`src/rtl/mo_demont.sv`:
```
// rtl/mo_demont.sv - Montgomery-domain exit: (in_data * 2^SHIFT_CNT) mod Q by repeated modular doubling
//
// Purpose: normalises a signed multiplier result in -Q..Q into 0..Q-1, then applies
//   SHIFT_CNT modular doublings. One operand is in flight at a time.
// Ports:
//   clk        - clock, rising edge
//   rst        - asynchronous active-high reset
//   in_valid   - in_data valid
//   in_ready   - block accepts an operand (IDLE only)
//   in_data    - signed `MUL_STAGE_CNT+1 bit operand, range -Q..Q
//   out_valid  - out_data valid (DONE only)
//   out_ready  - consumer accepts out_data
//   out_data   - unsigned `MUL_STAGE_CNT bit result, 0..Q-1
// Configuration: define MO_DEMONT_2BIT_EN for two doublings per SHIFT cycle.

`ifndef MUL_STAGE_CNT
`define MUL_STAGE_CNT 12
`endif

module mo_demont #(
  parameter int Q         = 3329,
  parameter int SHIFT_CNT = `MUL_STAGE_CNT
) (
  input  logic                        clk,
  input  logic                        rst,
  input  logic                        in_valid,
  output logic                        in_ready,
  input  logic signed [`MUL_STAGE_CNT:0] in_data,
  output logic                        out_valid,
  input  logic                        out_ready,
  output logic [`MUL_STAGE_CNT-1:0]   out_data
);

  localparam int W  = `MUL_STAGE_CNT;
  // Two guard bits: one for the sign, one so 2*acc (< 2Q) never overflows.
  localparam int AW = W + 2;
  localparam int CW = $clog2(SHIFT_CNT + 2);
  localparam logic signed [AW-1:0] QA = AW'(Q);

  typedef enum logic [1:0] {IDLE, NORM, SHIFT, DONE} state_t;

  state_t                 state, state_next;
  logic signed [AW-1:0]   acc, acc_next;
  logic [CW-1:0]          cnt, cnt_next;

  // One modular doubling; input is already in 0..Q-1 so one subtract suffices.
  function automatic logic signed [AW-1:0] dbl_mod(input logic signed [AW-1:0] a);
    logic signed [AW-1:0] t;
    t = a <<< 1;
    if (t >= QA) t = t - QA;
    return t;
  endfunction

  always_ff @(posedge clk or posedge rst) begin
    if (rst) begin
      state <= IDLE;
      acc   <= '0;
      cnt   <= '0;
    end else begin
      state <= state_next;
      acc   <= acc_next;
      cnt   <= cnt_next;
    end
  end

  always_comb begin
    state_next = state;
    acc_next   = acc;
    cnt_next   = cnt;
    in_ready   = 1'b0;
    out_valid  = 1'b0;
    case (state)
      IDLE: begin
        in_ready = 1'b1;
        if (in_valid) begin
          acc_next   = {in_data[W], in_data};
          state_next = NORM;
        end
      end
      NORM: begin
        if (acc < 0)        acc_next = acc + QA;
        else if (acc >= QA) acc_next = acc - QA;
        cnt_next   = '0;
        state_next = (SHIFT_CNT == 0) ? DONE : SHIFT;
      end
      SHIFT: begin
`ifdef MO_DEMONT_2BIT_EN
        // Odd SHIFT_CNT: the final cycle falls back to a single doubling.
        if (int'(cnt) + 2 <= SHIFT_CNT) begin
          acc_next = dbl_mod(dbl_mod(acc));
          cnt_next = cnt + CW'(2);
        end else begin
          acc_next = dbl_mod(acc);
          cnt_next = cnt + CW'(1);
        end
`else
        acc_next = dbl_mod(acc);
        cnt_next = cnt + CW'(1);
`endif
        if (int'(cnt_next) >= SHIFT_CNT) state_next = DONE;
      end
      DONE: begin
        out_valid = 1'b1;
        if (out_ready) state_next = IDLE;
      end
      default: state_next = IDLE;
    endcase
  end

  assign out_data = acc[W-1:0];

endmodule

```
`config.mk`:
```
export PLATFORM = sky130hd
export DESIGN_NAME = mo_demont
export DESIGN_NICKNAME = d
export VERILOG_FILES = /design/src/rtl/mo_demont.sv
export SDC_FILE = /design/constraint.sdc
export NUM_CORES = 1
export LEC_CHECK = 0
export CAP_MARGIN = 20
export CORE_UTILIZATION = 40
export CTS_CLUSTER_DIAMETER = 120
export DETAILED_ROUTE_END_ITERATION = 10
export PLACE_DENSITY_LB_ADDON = 0.12
export SLEW_MARGIN = 20
export SYNTH_ARGS = -nofsm -noshare
export SYNTH_HDL_FRONTEND = slang
export SYNTH_SLANG_ARGS = --single-unit
export TNS_END_PERCENT = 10
```
`constraint.sdc`:
```
create_clock -name clk -period 3.48 [get_ports clk]
set_input_delay 1.044 -clock clk [delete_from_list [all_inputs] [get_ports clk]]
set_output_delay 1.044 -clock clk [all_outputs]
set_load 0.005 [all_outputs]
```
### After elaboration in Yosys (flattened, before gate mapping)

Index checks and enable logic that the tools add are counted.

| word-level totals | value |
|---|---|
| output and inout port bits | 14 |
| input bits | 17 |
| logic and storage cells | 35 |
| flip-flop bits (word level) | 20 |

| cells by class | value |
|---|---|
| multiplexer cells | 12 |
| reduce and logical (&&, ||, !) cells | 5 |
| add/subtract/negate cells | 4 |
| equality and inequality tests | 7 |
| magnitude comparators | 4 |

Operators by type and width:

| cell | number |
|---|---|
| 14-bit 2-to-1 mux | 4 |
| 14-bit one-hot mux with 3 select lines | 1 |
| 14-bit by 13-bit greater-or-equal comparator with 1-bit output (second input constant) | 2 |
| 14-bit by 13-bit subtractor with 14-bit output (second input constant) | 2 |
| 14-bit by 13-bit adder with 14-bit output (second input constant) | 1 |
| 14-bit by 1-bit less-than comparator with 1-bit output (second input constant) | 1 |
| 2-bit one-hot mux with 4 select lines | 1 |
| 4-bit one-hot mux with 2 select lines | 1 |
| 2-bit 2-to-1 mux | 3 |
| 2-bit inequality test (second input constant) | 3 |
| 3-bit AND reduction | 2 |
| 4-bit by 1-bit adder with 4-bit output (second input constant) | 1 |
| 2-bit == test (second input constant) | 2 |
| 4-bit greater-or-equal comparator (second input constant) | 1 |
| 3-bit inequality test (second input constant) | 1 |
| 3-bit nonzero test | 1 |
| 2-bit by 1-bit == test with 1-bit output (second input constant) | 1 |
| 2-bit logical NOT | 1 |
| 1-bit 2-to-1 mux | 2 |
| 2-bit nonzero test | 1 |

### Logic depth before layout (Yosys ltp)

Gate-level depths: netlist of the first run.

| depth | value |
|---|---|
| depth after elaboration | 4 |
| mapped depth | 10 |
| gate-level depth less buffers | 8 |

### Worst setup path before layout of the first run

OpenSTA, ideal clock, no wires.

| path | value |
|---|---|
| kind | register -> register |
| from | reg acc[0] |
| to | reg acc[7] |
| stages on the path, launching flop included | 9 |
| clock period less this slack | 2.563 ns |
| setup slack | 0.917 ns |
| setup time | 0.129 ns |
| arrival time | 2.434 ns |
| path buffers | 0 |
| cell sequence | dfrtp_1 -> inv_1 -> ha_1 -> or3b_2 -> or3_1 -> or3b_1 -> xnor2_1 -> a221oi_1 -> o31ai_1 |

| between the ends | value |
|---|---|
| longest elaborated chain between the ends | 4 |
| elaborated cells between the ends (all ways) | 12 |

Ends and longest elaborated chain:

| element | line | source |
|---|---|---|
| from (decl) | 43 | `logic signed [AW-1:0] acc, acc_next;` |
| from (signal assigned) | 61 | `acc <= acc_next;` |
| 14-bit by 13-bit subtractor with 14-bit output | 82 | `else if (acc >= QA) acc_next = acc - QA;` |
| 14-bit 2-to-1 mux | 82 |  |
| 14-bit 2-to-1 mux | 81 | `if (acc < 0) acc_next = acc + QA;` |
| 14-bit one-hot mux with 3 select lines | 72 | `case (state)` |

Parallel ways exist; a longest one is shown, timed or not. The select of a mux whose other input is x is not followed.
A chain may end at the register's enable or synchronous reset.

### Final worst setup path of the first run

| path | value |
|---|---|
| from | reg acc[0] |
| to | reg acc[10] |

Same word-level chain as after synthesis.

==> flow_summary.ini, run 1 <==
[synthesis]
synth.area.top_cells = dfrtp_1 (24%), ha_1 (4.9%), buf_4 (4.8%)
yosysSeqAreaShare_pct = 24.39
synth-edff-count = 0
yosys_warnings = 0
synth.distinct_cells = 55
syn_avg_cell_area_um2 = 7.685
synthCells = 267
yosysTopAreaCell = dfrtp_1
synth_ff_type = dfrtp_1
ys_ff_latch = 20
async_reset_ff_share_pct = 100.0
synth.cell_area_um2 = 2052
netlist.area_leader.share_pct = 24.39
synth_nets = 292

[drt]
ant_nets = 0
dr.pass1.iters = 4
routedWlPerCell_um = 16.19
wl_um = 5473
viasPerCell = 5.846
num_vias = 1976
drt_iter0_drc = 139
drcViolationCount = 0

[clocking]
cts_hold_buf = 0
cts_sinks = 20
ctsHtreeMaxLevel = 1
cts-resized-gates = 0
clk_latency_ns = 0.27
clk_pin_slew_ns = 0.09
clockBufferDepth = 2
cts_setup_buffers = 0
ctsRootBufferMaster = clkbuf_8
cts_tree = yes
numCtsBuffers = 3

[power_and_ir_drop]
power_frac_seq_pct = 24.5
p_comb_share_pct = 66.0
irDropWorstVdd_mv = 0.5856
switching_share_pct = 50.35
p_leak_nw = 0.9011
pwr-share-clk_pct = 9.5
power_density_nw_per_um2 = 1114
power_mw = 2.620
power_switching_mw = 1.319
p_int_mw = 1.301

[job]
maxCapViolCount = 0

[layout]
nets = 297
areaGrowthSynthToFinish_pct = 14.57
diodes = 0
drive_above_1_share_pct = 5.904
fin_util_pct = 48.81
n_fill_cell = 497

[setup_path]
cp-start-kind = flop
worstSetupPathType = reg -> reg
crit_path_max_fanout = 16
worst_ep_arrival_time_ns = 2.98
end_kind = flop
worstPathRequired_ns = 3.68

[sta]
setup_slack_ns = 0.6972
tightest_slew_ns = 0.8311
grt_setup_unrepaired = no
maxSlewHeadroom_pct = 44.53
fin_skew_ns = 0.001291
setup_viol = 0
hold_viol_final = 0
period_minus_slack_ns = 2.783
timing.setup.tns_ns = 0
period_share_pct = 79.96
slew_violations = 0
fmax_mhz = 359.4

[grt]
grt_max_degree = 24
grt_pass1_wl_um = 9080
grt.total_usage_pct = 21.66
gr-total-overflow = 0
first_global_vias = 1816
antenna_found_initial = 0

[die]
die_y_um = 73.63
core_um2 = 4817
initial_core_util_pct = 42.60
std_cell_rows = 25
die_area_um2 = 5421
die_w_um = 73.63
ios = 31

[outcome]
outcome = completed

[placement]
finalWeightedCongestion = 0.8255
dp_hpwl_um = 3797
pre_cts_slack_ns = 0.7156
portBuffers = 30

[worst_hold_path]
hp-class = reg -> reg
synth_stat cells, types with 3 or more instances:
cell and n:
a211oi_1 3, nor3b_1 3, buf_4 13, ha_1 8
nor2b_1 5, inv_1 10, xnor2_1 8, o21ai_0 10
a21oi_1 10, nand2b_1 4, buf_2 5, dfrtp_1 20
o22ai_1 3, clkbuf_1 14, a21o_1 3, nor2_1 21
nand2_1 25, nor4_1 5, o2bb2ai_1 3, a221oi_1 10
o31ai_1 11, nor3_1 13, nand4_1 5, xor2_1 6
a31oi_1 3, nand3_1 6, mux2i_1 4
per-layer routing:
layer / GRT usage, % / vias to the layer above / routed length (µm)
met1: 29.79 / 927 / 2592
met2: 35.88 / 65 / 2540
met4: 5.983 / 0 / 62
li1: - / 978 / -
met3: 2.332 / 6 / 277
met5: 0 / - / 0
worst paths after layout:
| check | start | end | slack (ns) | depth (start not counted) |
|---|---|---|---|---|
| worst min-delay path | cnt[2]$_DFFE_PP0N_ | cnt[2]$_DFFE_PP0N_ | 0.54 | 1 |
| max in group asynchronous | rst | acc[11]$_DFFE_PP0P_ | 1.74 | 2 |
| worst max-delay path | acc[0]$_DFFE_PP0P_ | acc[10]$_DFFE_PP0P_ | 0.70 | 9 |
| worst min register to register | cnt[2]$_DFFE_PP0N_ | cnt[2]$_DFFE_PP0N_ | 0.54 | 1 |
| worst max register to register | acc[0]$_DFFE_PP0P_ | acc[10]$_DFFE_PP0P_ | 0.70 | 9 |
| min in group asynchronous | rst | acc[1]$_DFFE_PP0P_ | 1.23 | 2 |
logic make-up (layout without fill, tap and decap cells):
kind of cell	after synthesis	in the layout	synth area share, %
fa+ha+maj	8	8	4.878
compound gates	74	74	25.98
xor+xnor	14	14	5.976
simple gates	100	100	24.82
flops	20	20	24.39
buf+inv	46	50	11.46
mux	5	5	2.500
layout make-up:
class | instances | area (µm²) | area share [%]
timing repair buffer | 35 | 337.8 | 14.37
clock inverter | 1 | 30.03 | 1.277
clock buffer | 3 | 41.29 | 1.756
tap | 67 | 83.83 | 3.566
inverter | 11 | 41.29 | 1.756
multi-input combinational | 201 | 1316 | 55.99
sequential | 20 | 500.5 | 21.29
sequential cells by signal, indices dropped and copies added (netlist names):
register and cells:
cnt 4, acc 14, state 2
critical path, stage by stage (launching register included):
cell	delay, ns
dfrtp_1	0.48
inv_1	0.15
ha_1	0.23
or3b_2	0.52
or2_1	0.27
o2111ai_1	0.18
a211o_1	0.39
buf_4	0.28
a21oi_1	0.06
o22ai_1	0.14
power groups by stage:
stage / clock (mW) / sequential [mW] / combinational (mW)
2_1_floorplan: 0 / 0.444 / 1.50
3_3_place_gp: 0 / 0.644 / 1.71
3_5_place_dp: 0 / 0.642 / 1.72
4_1_cts: 0.253 / 0.637 / 1.73
5_1_grt: 0.260 / 0.671 / 1.93
6_report: 0.250 / 0.642 / 1.73
placed cells by master (no fill, tap or decap), types with 4 or more instances in the layout:
| cell type | instances |
|---|---|
| a21oi_1 | 10 |
| a221oi_1 | 10 |
| buf_4 | 5 |
| clkdlybuf4s50_1 | 30 |
| dfrtp_1 | 20 |
| ha_1 | 8 |
| inv_1 | 10 |
| mux2i_1 | 4 |
| nand2_1 | 25 |
| nand2b_1 | 4 |
| nand3_1 | 6 |
| nand4_1 | 5 |
| nor2_1 | 21 |
| nor2b_1 | 5 |
| nor3_1 | 13 |
| nor4_1 | 5 |
| o21ai_0 | 10 |
| o31ai_1 | 11 |
| xnor2_1 | 8 |
| xor2_1 | 6 |
through the flow:
stage	cell area, µm²	hold WS [ns]	std cells
6_report	2351	0.5433	338
3_3_place_gp	2280	0.5312	334
3_5_place_dp	2280	0.5228	334
2_1_floorplan	2052	0.4919	267
4_1_cts	2351	0.5498	338
5_1_grt	2351	0.5686	338
No activity file was read; power rests on OpenSTA's default activity.
==> run 2, diff against run 1 <==
Clock period 3.48 ns to 2.25 ns, I/O delays scaled along.
==> run 2 against run 1 <==
  * The flow now finishes with violations (setup timing)
  * Sequential power increased by 11%
  * Largest power group unchanged
  * Core utilization increased by 7.1 points
  * Critical path depth decreased by 1
  * Die area unchanged
  * Non-clock buffer count increased by 34
  * Flip-flop and latch count unchanged
  * Worst hold slack improved by 0.015 ns
  * Critical endpoint is now acc[7]$_DFFE_PP0P_
  * Global-route usage increased by 2.4 points
  * Count of clock-buffer cells in the layout unchanged
  * Total power increased by 84%
  * Register-to-register slack got worse by 0.78 ns
==> flow_summary.ini, run 2 (same netlist as run 1, synthesis figures left out) <==
[drt]
drcViolationCount = 0
wl_um = 5976
routedWlPerCell_um = 16.06
num_vias = 2089
ant_nets = 0
dr.pass1.iters = 4
viasPerCell = 5.616
drt_iter0_drc = 119

[outcome]
outcome = complete, but fails checks
failed_checks = setup timing

[sta]
slew_violations = 0
hold_slack_ns = 0.5582
period_minus_slack_ns = 2.332
grt_setup_unrepaired = yes
hold_viol_final = 0
setup_slack_ns = -0.08244
fmax_mhz = 428.7
period_share_pct = 103.7
maxSlewHeadroom_pct = 73.63
fin_skew_ns = 0.001319
timing.setup.tns_ns = -0.1161
setup_viol = 2
tightest_slew_ns = 0.3925

[clocking]
cts_sinks = 20
ctsRootBufferMaster = clkbuf_8
ctsHtreeMaxLevel = 1
clockBufferDepth = 2
cts_hold_buf = 0
numCtsBuffers = 3
clk_latency_ns = 0.27
clk_pin_slew_ns = 0.09
cts_tree = yes

[setup_path]
crit_buf_inv = 1
crit_cells = 8
cp-startpoint = acc[0]$_DFFE_PP0P_
worst_ep_arrival_time_ns = 2.49
rrSetupSlack_ns = -0.08
end_kind = flop
worstSetupEndpoint = acc[7]$_DFFE_PP0P_
critPathTopFamily = simple AND/OR/NAND/NOR gates
crit_slowest_cell = dfrtp_2
crit_path_max_fanout = 3
cp_slowest_stage_delay_ns = 0.43
worstReg2RegEnd = acc[7]$_DFFE_PP0P_
worstSetupPathType = reg -> reg
worstPathRequired_ns = 2.41
timing.rr.start = acc[0]$_DFFE_PP0P_
worstRegToRegCells = 8
cp-start-kind = flop
worstPathCellList = inv_2 -> ha_4 -> or3b_4 -> or3_4 -> or3b_1 -> xnor2_1 -> a221oi_2 -> o31ai_1

[die]
die_y_um = 73.63
core_um2 = 4817
std_cell_rows = 25
die_w_um = 73.63
die_area_um2 = 5421
initial_core_util_pct = 42.60
ios = 31

[power_and_ir_drop]
p_leak_nw = 1.086
power_density_nw_per_um2 = 1784
power_mw = 4.807
irDropWorstVdd_mv = 1.102

[layout]
reg_top3 = acc x14, cnt x4, state x2
fin_util_pct = 55.95
final_cell_mix = buf_4 (37), clkdlybuf4s50_1 (30), nand2_1 (25), nor2_1 (21), dfrtp_1 (18)
areaGrowthSynthToFinish_pct = 31.34
largest_reg_flops = 14
diodes = 0
nets = 331
top_register = acc
final_common_cell = buf_4
drive_above_1_share_pct = 21.97

[grt]
gr-total-overflow = 0
first_global_vias = 1962
antenna_found_initial = 0
grt_pass1_wl_um = 9936
grt.total_usage_pct = 24.04
grt_max_degree = 21

[worst_hold_path]
hp-class = reg -> reg
min_from = cnt[2]$_DFFE_PP0N_

[job]
maxCapViolCount = 0

[placement]
portBuffers = 30
finalWeightedCongestion = 0.8978
dp_hpwl_um = 4544
-- run 2: cell count changes in the layout (fill, tap and decap cells not counted), sizes merged --
cell  change
buf      +34
-- run 2: what timing repair did --
| action | in CTS | in global routing |
|---|---|---|
| buffers inserted | 1 | 1 |
| setup endpoints to repair | 8 | 15 |
| gates resized for setup | 1 | 13 |
| pin swaps | 0 | 2 |
-- run 2: worst min-delay path by stage --
stage                                     to  slack [ns]  depth (start not counted)
after floorplan           cnt[2]$_DFFE_PP0N_        0.49                          1
after global placement    cnt[2]$_DFFE_PP0N_        0.52                          1
after detailed placement  cnt[2]$_DFFE_PP0N_        0.54                          1
after CTS                 cnt[2]$_DFFE_PP0N_        0.56                          1
after global routing      cnt[2]$_DFFE_PP0N_        0.57                          1
final                     cnt[2]$_DFFE_PP0N_        0.56                          1
-- run 2: layer usage --
layer  wire length (µm)  up-vias  GRT usage, %
met5                  0        -             0
met4                113        0         8.761
met3                247        9         2.743
met2               2686       56         37.10
met1               2928      978         34.38
li1                   -     1046             -
-- run 2: report_power, final --
group          internal, mW  switching, mW  total, mW
logic                  1.76           1.95       3.71
registers             0.546          0.167      0.713
clock network         0.238          0.144      0.382
-- run 2: layout make-up --
type                    count  area, µm²
fillers                   481       2122
multi-input cells         201       1386
repair buffers             69      609.3
flip-flops and latches     20      503.0
well taps                  67      83.83
clock buffers               3      41.29
inverters                  11      41.29
clock inverters             1      30.03
-- run 2: metrics by stage --
step,setup slack (ns),instances,area [µm²]
3_5_place_dp,-0.1568,366,2550
6_report,-0.08244,372,2695
5_1_grt,-0.1450,372,2695
4_1_cts,-0.08570,371,2633
3_3_place_gp,-0.1144,366,2550
2_1_floorplan,-0.1052,267,2069
